==> src/rtl/pipelined_datapath.sv <==
// Three-stage datapath: combinational issue/forwarding, registered EX (ALU inputs),
// registered WB (result + register bank write). Full EX/WB operand forwarding.
module pipelined_datapath #(
    parameter int WIDTH    = 32,
    parameter int NREGS    = 32,
    parameter int ZERO_REG = 1,
    localparam int AW      = $clog2(NREGS)
) (
    input  logic             clk,
    input  logic             reset,
    input  logic             in_valid,
    output logic             in_ready,
    input  logic             stall,
    input  logic [3:0]       op,
    input  logic [AW-1:0]    addr_a,
    input  logic [AW-1:0]    addr_b,
    input  logic [AW-1:0]    addr_d,
    input  logic [WIDTH-1:0] immed,
    input  logic             y_sel,
    input  logic             write,
    output logic [WIDTH-1:0] a_out,
    output logic [WIDTH-1:0] b_out,
    output logic             out_valid,
    output logic [WIDTH-1:0] w_out,
    output logic [AW-1:0]    out_addr
);
    localparam int SW = $clog2(WIDTH);

    logic [WIDTH-1:0] regs [NREGS];

    logic             ex_valid;
    logic [3:0]       ex_op;
    logic [WIDTH-1:0] ex_a;
    logic [WIDTH-1:0] ex_y;
    logic [AW-1:0]    ex_addr;
    logic             ex_write;

    logic             wb_valid;
    logic [WIDTH-1:0] wb_result;
    logic [AW-1:0]    wb_addr;
    logic             wb_write;

    logic [WIDTH-1:0] alu_result;
    logic [SW-1:0]    sh;
    logic [AW-1:0]    rd_addr [2];
    logic [WIDTH-1:0] rd_data [2];
    logic [WIDTH-1:0] y_val;

    // Handshake: an instruction is taken on a rising edge where in_valid && in_ready;
    // in_ready is simply !stall, and the issuer must hold its fields until taken.
    assign in_ready = !stall;

    assign rd_addr[0] = addr_a;
    assign rd_addr[1] = addr_b;

    // EX is the younger result, so it outranks WB; register 0 overrides everything.
    always_comb begin
        for (int i = 0; i < 2; i++) begin
            rd_data[i] = regs[rd_addr[i]];
            if (ex_valid && ex_write && ex_addr == rd_addr[i]) begin
                rd_data[i] = alu_result;
            end else if (wb_valid && wb_write && wb_addr == rd_addr[i]) begin
                rd_data[i] = wb_result;
            end
            if (ZERO_REG != 0 && rd_addr[i] == '0) begin
                rd_data[i] = '0;
            end
        end
    end

    assign a_out = rd_data[0];
    assign b_out = rd_data[1];
    assign y_val = y_sel ? rd_data[1] : immed;

    always_comb begin
        alu_result = '0;
        sh         = ex_y[SW-1:0];
        case (ex_op)
            4'd0:    alu_result = ex_a + ex_y;
            4'd1:    alu_result = ex_a - ex_y;
            4'd2:    alu_result = ex_a & ex_y;
            4'd3:    alu_result = ex_a | ex_y;
            4'd4:    alu_result = ex_a ^ ex_y;
            4'd5:    alu_result = ex_a << sh;
            4'd6:    alu_result = ex_a >> sh;
            4'd7:    alu_result = $signed(ex_a) >>> sh;
            4'd8:    alu_result = {{(WIDTH-1){1'b0}}, $signed(ex_a) < $signed(ex_y)};
            4'd9:    alu_result = {{(WIDTH-1){1'b0}}, ex_a < ex_y};
            4'd10:   alu_result = ex_y;
            default: alu_result = '0;
        endcase
    end

    always_ff @(posedge clk or negedge reset) begin
        if (!reset) begin
            ex_valid  <= 1'b0;
            ex_op     <= '0;
            ex_a      <= '0;
            ex_y      <= '0;
            ex_addr   <= '0;
            ex_write  <= 1'b0;
            wb_valid  <= 1'b0;
            wb_result <= '0;
            wb_addr   <= '0;
            wb_write  <= 1'b0;
            for (int i = 0; i < NREGS; i++) begin
                regs[i] <= '0;
            end
        end else if (!stall) begin
            ex_valid  <= in_valid;
            ex_op     <= op;
            ex_a      <= rd_data[0];
            ex_y      <= y_val;
            ex_addr   <= addr_d;
            ex_write  <= write;
            wb_valid  <= ex_valid;
            wb_result <= alu_result;
            wb_addr   <= ex_addr;
            wb_write  <= ex_write;
            if (wb_valid && wb_write && !(ZERO_REG != 0 && wb_addr == '0)) begin
                regs[wb_addr] <= wb_result;
            end
        end
    end

    assign out_valid = wb_valid;
    assign w_out     = wb_result;
    assign out_addr  = wb_addr;

endmodule

==> config.mk <==
export PLATFORM = sky130hd
export DESIGN_NAME = pipelined_datapath
export DESIGN_NICKNAME = d
export VERILOG_FILES = /design/src/rtl/pipelined_datapath.sv
export SDC_FILE = /design/constraint.sdc
export NUM_CORES = 2
export LEC_CHECK = 0
export ABC_AREA = 1
export CORE_MARGIN = 4
export CORE_UTILIZATION = 45
export CTS_BUF_LIST = sky130_fd_sc_hd__clkbuf_4 sky130_fd_sc_hd__clkbuf_8
export CTS_CLUSTER_SIZE = 16
export DETAILED_ROUTE_END_ITERATION = 8
export REMOVE_ABC_BUFFERS = 1
export SLEW_MARGIN = 20
export SYNTH_ARGS = -nofsm -noshare
export SYNTH_HDL_FRONTEND = slang
export SYNTH_SLANG_ARGS = --single-unit
==> constraint.sdc <==
create_clock -name clk -period 4.42 [get_ports clk]
set_input_delay 0.884 -clock clk [delete_from_list [all_inputs] [get_ports clk]]
set_output_delay 0.884 -clock clk [all_outputs]
set_load 0.02 [all_outputs]
# Word-level counts from Yosys, hierarchy flattened
# Index checks and enable logic that the tools add are counted.
# word_totals
register_bits	1138
input_bits	57
# classes
addsub	2
order_cmp	6
eq_ne	14
shifts	3
mux	17
bitwise	7
reduce_logical	15
# op_table
op	n
bitwise mux 1024 bit	1
2-to-1 mux 32 bit	12
case mux 32 bit (11 select lines)	1
binary-select mux 32 bit (select 5 bit)	2
demux 32 bit (select 5 bit)	1
less-than comparator 32 bit	2
adder 32 bit	1
bitwise AND 32 bit	1
bitwise OR 32 bit	1
<< shifter 32 x 5 -> 32 bit	1
right shift 32 x 5 -> 32 bit	1
>>> shifter 32 x 5 -> 32 bit	1
subtractor 32 bit	1
XOR 32 bit	1
equality test 5 bit	4
greater-or-equal comparator 6 bit, second input constant	3
NOT 5 -> 6 bit	3
equality test 4 x 3 -> 1 bit, second input constant	4
logical NOT 5 bit	3
equality test 4 bit, second input constant	3
equality test 4 x 2 -> 1 bit, second input constant	2
logical AND 1 bit	8
less-than comparator 6 x 1 -> 1 bit, second input constant	1
equality test 4 x 1 -> 1 bit, second input constant	1
other kinds (4)	5

# Logic depth before layout (Yosys ltp)
# logic_depth
word_depth	8
mapped_depth	22

# Worst setup path after synthesis
# OpenSTA, ideal clock, no wires.
# synth_path
kind	reg2out
startpoint	register ex_y[3]
endpoint	output port a_out[18]
t_arrival_ps	2782
setup_slack_ps	754
stages_incl_launch_ff	18
path_cell_list	dfrtp_1 inv_2 buf_2 buf_1 ha_1 inv_1 nand2_1 nand2_1 nand2_1 nand3_1 nand2_1 nand2_1 nand2_1 nand3_1 nand3_1 nand3_1 nor2_1 nor3_1
# synth_between
elab_chain_cells	4
elab_cells_between_ends	8
# synth_lines
element	line_no	source
start, declared	34	logic [WIDTH-1:0] ex_y;
start signal, assigned	113	ex_y <= y_val;
subtractor 32 bit, or another cell as far along	80	4'd1: alu_result = ex_a - ex_y;
case mux 32 bit (11 select lines) *	78	case (ex_op)
2-to-1 mux 32 bit *	60	if (ex_valid && ex_write && ex_addr == rd_addr[i]) begin
2-to-1 mux 32 bit *	65	if (ZERO_REG != 0 && rd_addr[i] == '0) begin
end, declared	21	output logic [WIDTH-1:0] a_out,
# Every way passes the cells marked *; elsewhere a longest branch is shown, timed or not.

# Final worst setup path
# layout_path
startpoint	register ex_y[0]
endpoint	output port a_out[26]
# The elaborated chain is that of the path after synthesis.

==> impl_metrics.tcl <==
set metrics [dict create \
    status "complete, but fails checks" \
    violations "negative setup slack" \
    route.vias.total 80447 \
    dieArea_mm2 0.167 \
    synth_top_family_by_area "simple AND/OR/NAND/NOR gates" \
    ys_async_sr_fraction_pct 100 \
    leakage_nw 40.1 \
    met3_usage_pct 9.09 \
    synth-xor-area-share_pct 0.133 \
    drive_gt1_share_pct 20.4 \
    drc 0 \
    worst-setup-path-type "register to output pin" \
    cp_data_required_time_ns 3.54 \
    drt_wl_total_um 353000 \
    cts_max_level 4 \
    fillers 15298 \
    cts_tree "yes" \
    yosysSeqAreaShare_pct 39.4 \
    yosysWarnings 0 \
    grt-busiest-layer "met2" \
    skew_ns 0.0569 \
    routedWlPerCell_um 26.9 \
    synth_area_mm2 0.0722 \
    nets 11036 \
    yosys.area_share.adder_pct 1.84 \
    cts_buffer_depth 3 \
    rsz0062_at_grt "true" \
    hp-class "register to register" \
    setup_viol 34 \
    area_growth_pct 25.8 \
    start_util_pct 45.4 \
    io_pins 160 \
    drt_iter0_drc 11742 \
    viasPerCell 6.13 \
    end_kind "output pin" \
    netlist_instances 10414 \
    clk_latency_ns 0.98 \
    cp_max_fo 7 \
    die_height_um 409 \
    ys_ff_latch 1138 \
    total_power_w 0.0343 \
    drv_slew 0 \
    met2_usage_pct 60.0 \
    yosysMostFrequentCell "nand2_1" \
    core_area_mm2 0.159 \
    firstDrtPassIters 9 \
    synth.largest_area_cell "dfrtp_1" \
    synthMuxAreaShare_pct 0 \
    powerDensity_mw_per_mm2 377 \
    stdcell_area_mm2 0.0908 \
    synth_area_leaders "dfrtp_1, nand2_1, o21ai_0, nand3_1, o211ai_1" \
    port_buffers 159 \
    synth_flop_cell "dfrtp_1" \
    drtAntennaViolNets 0 \
    gr-usage-met1_pct 53.7 \
    timing.final.ws_setup_ns -0.172 \
    grt_max_degree 140 \
    synthTopCellsByCount "nand2_1, o21ai_0, nand3_1" \
    dieWidth_um 409 \
    rows 146 \
    synth-compound-area-share_pct 22.1 \
    max_freq_ghz 0.218 \
    relSlewSlack_pct 28.2 \
    startpoint_type "register" \
    final-hold-violation-count 0 \
    dpl_cell_area_mm2 0.0809 \
    cts.sinks 1138 \
    grt-ovfl-total 0 \
    syn_avg_cell_area_um2 6.93 \
    antenna_found_initial 15 \
    synth-edff-count 0 \
    netlist.area_leader.share_pct 39.4 \
    cts-buffers-inserted 203 \
    grt_pass1_vias 74486 \
    fin_crit_sh_pct 104 \
    reg2reg_slack_ns 1.03 \
    tightest_slew_ns 1.08 \
    ir_drop_mv 0.383 \
    gp_congestion 1.05 \
    dp_hpwl_um 236000 \
    clockRootBuffer "clkbuf_8" \
    grt_pass1_wl_um 506000 \
    cp.arrival_ns 3.71 \
    layout_min_cycle_time_ns 4.59 \
    synth-simple-area-share_pct 26.3 \
    maxCapViolations 0 \
    ys_types 46 \
    setup_tns_ns -2.39 \
    grt_use_total_pct 40.6 \
    clk_pin_slew_worst_paths_ns 0.06 \
]
==> layout by cell type (no fill, tap or decap), types with 13 or more instances in the layout <==
master	instances
clkinv_2	37
a21oi_2	37
nor3_2	15
ha_4	35
nand3_1	1300
nor2_1	211
clkbuf_4	64
inv_2	119
nor2_2	49
buf_12	147
buf_4	760
nor2_4	57
nand2_2	138
a41oi_1	15
dfrtp_1	1125
ha_1	50
nand3_4	43
nand4_1	79
o22ai_1	50
inv_1	746
o21ai_1	137
nand2_4	90
nand2_1	2345
o21ai_2	17
dfrtp_2	13
nand3_2	92
nor3_1	21
clkdlybuf4s50_1	84
clkbuf_8	259
o21ai_0	1505
ha_2	18
o211ai_1	520
buf_6	143
a21oi_1	557
a21oi_4	14
==> critical path, cell delays in order (launching register included) <==
cell and delay [ns]:
dfrtp_2 0.43, buf_12 0.16, ha_4 0.16, fa_2 0.36, nand3_2 0.11, nand3_4 0.11
nand2_2 0.11, nand2_4 0.09, nand2_4 0.08, nand2_4 0.08, nand2_2 0.10, nand2_2 0.05
nand2_2 0.08, nand3_4 0.10, buf_6 0.14, nand4_1 0.18, nand2_4 0.13, nor2_4 0.15
buf_6 0.14
==> sequential cells by signal (all words and copies together), names as in the netlist <==
name	flops
ex_valid	1
regs	1024
ex_addr	5
ex_y	32
out_valid	1
wb_write	1
ex_op	4
w_out	32
ex_a	32
out_addr	5
ex_write	1
==> layer usage <==
layer	part of all wire (%)	wire length, um
met1	39	138000
met2	42	150000
met5	0.023	80
met4	7.6	26900
met3	11	37800
==> where the power goes <==
group	leakage, nW	internal, W	switching (W)	total [W]
Sequential	15.6	0.0112	0.000696	0.0119
Combinational	22.1	0.00412	0.00711	0.0112
Clock	2.41	0.00616	0.00495	0.0111
Total	40.1	0.0215	0.0128	0.0343
==> per-stage QoR <==
step | setup WS [ns] | std cells | util [%] | hold WS, ns
global route | -0.303 | 13119 | 57.2 | 0.383
CTS | -0.236 | 13036 | 55.7 | 0.379
floorplan | -7.60 | 9502 | - | 0.354
detailed placement | -0.518 | 12598 | 50.9 | 0.366
global placement | -0.894 | 12598 | 50.9 | 0.365
finish | -0.172 | 13123 | 57.2 | 0.375
==> cell type report <==
class,instances,area [um2],share of cell area [%]
repair buffers,1167,11800,12.9
inverters,888,3420,3.76
multi-input cells,7476,40000,44.1
clock inverters,52,470,0.518
clock buffers,323,4050,4.45
diodes,7,17.5,0.0193
flip-flops and latches,1138,28500,31.4
well taps,2072,2590,2.85
==> cells by family (layout without fill, tap and decap cells) <==
| group | Yosys count | count (layout) |
|---|---|---|
| AOI/OAI and AO/OA | 2888 | 2888 |
| xor gates and xnor gates | 11 | 11 |
| adders and majority gates | 105 | 105 |
| buffers and inverters | 1800 | 2430 |
| DFF | 1138 | 1138 |
| other | 0 | 7 |
| and+or+nand+nor | 4472 | 4472 |
==> what timing repair did <==
action	in CTS	in global routing
hold endpoints to repair	32	0
pin swaps	169	208
buffers inserted	63	83
endpoints found under the setup margin	64	64
hold buffers	1	0
gates resized for setup	897	468
gates cloned	4	7
==> path summary, 6_finish.rpt <==
kind	startpoint	cells past startpoint	to
max	ex_y[0]	18	a_out[26]
min	regs[1004]	0	regs[1004]
max reg2reg	ex_y[5]	20	ex_a[23]
min reg2reg	regs[1004]	0	regs[1004]
max in group asynchronous	reset	3	ex_op[1]
min in group asynchronous	reset	2	regs[626]
No activity file was read; power rests on OpenSTA's default activity.
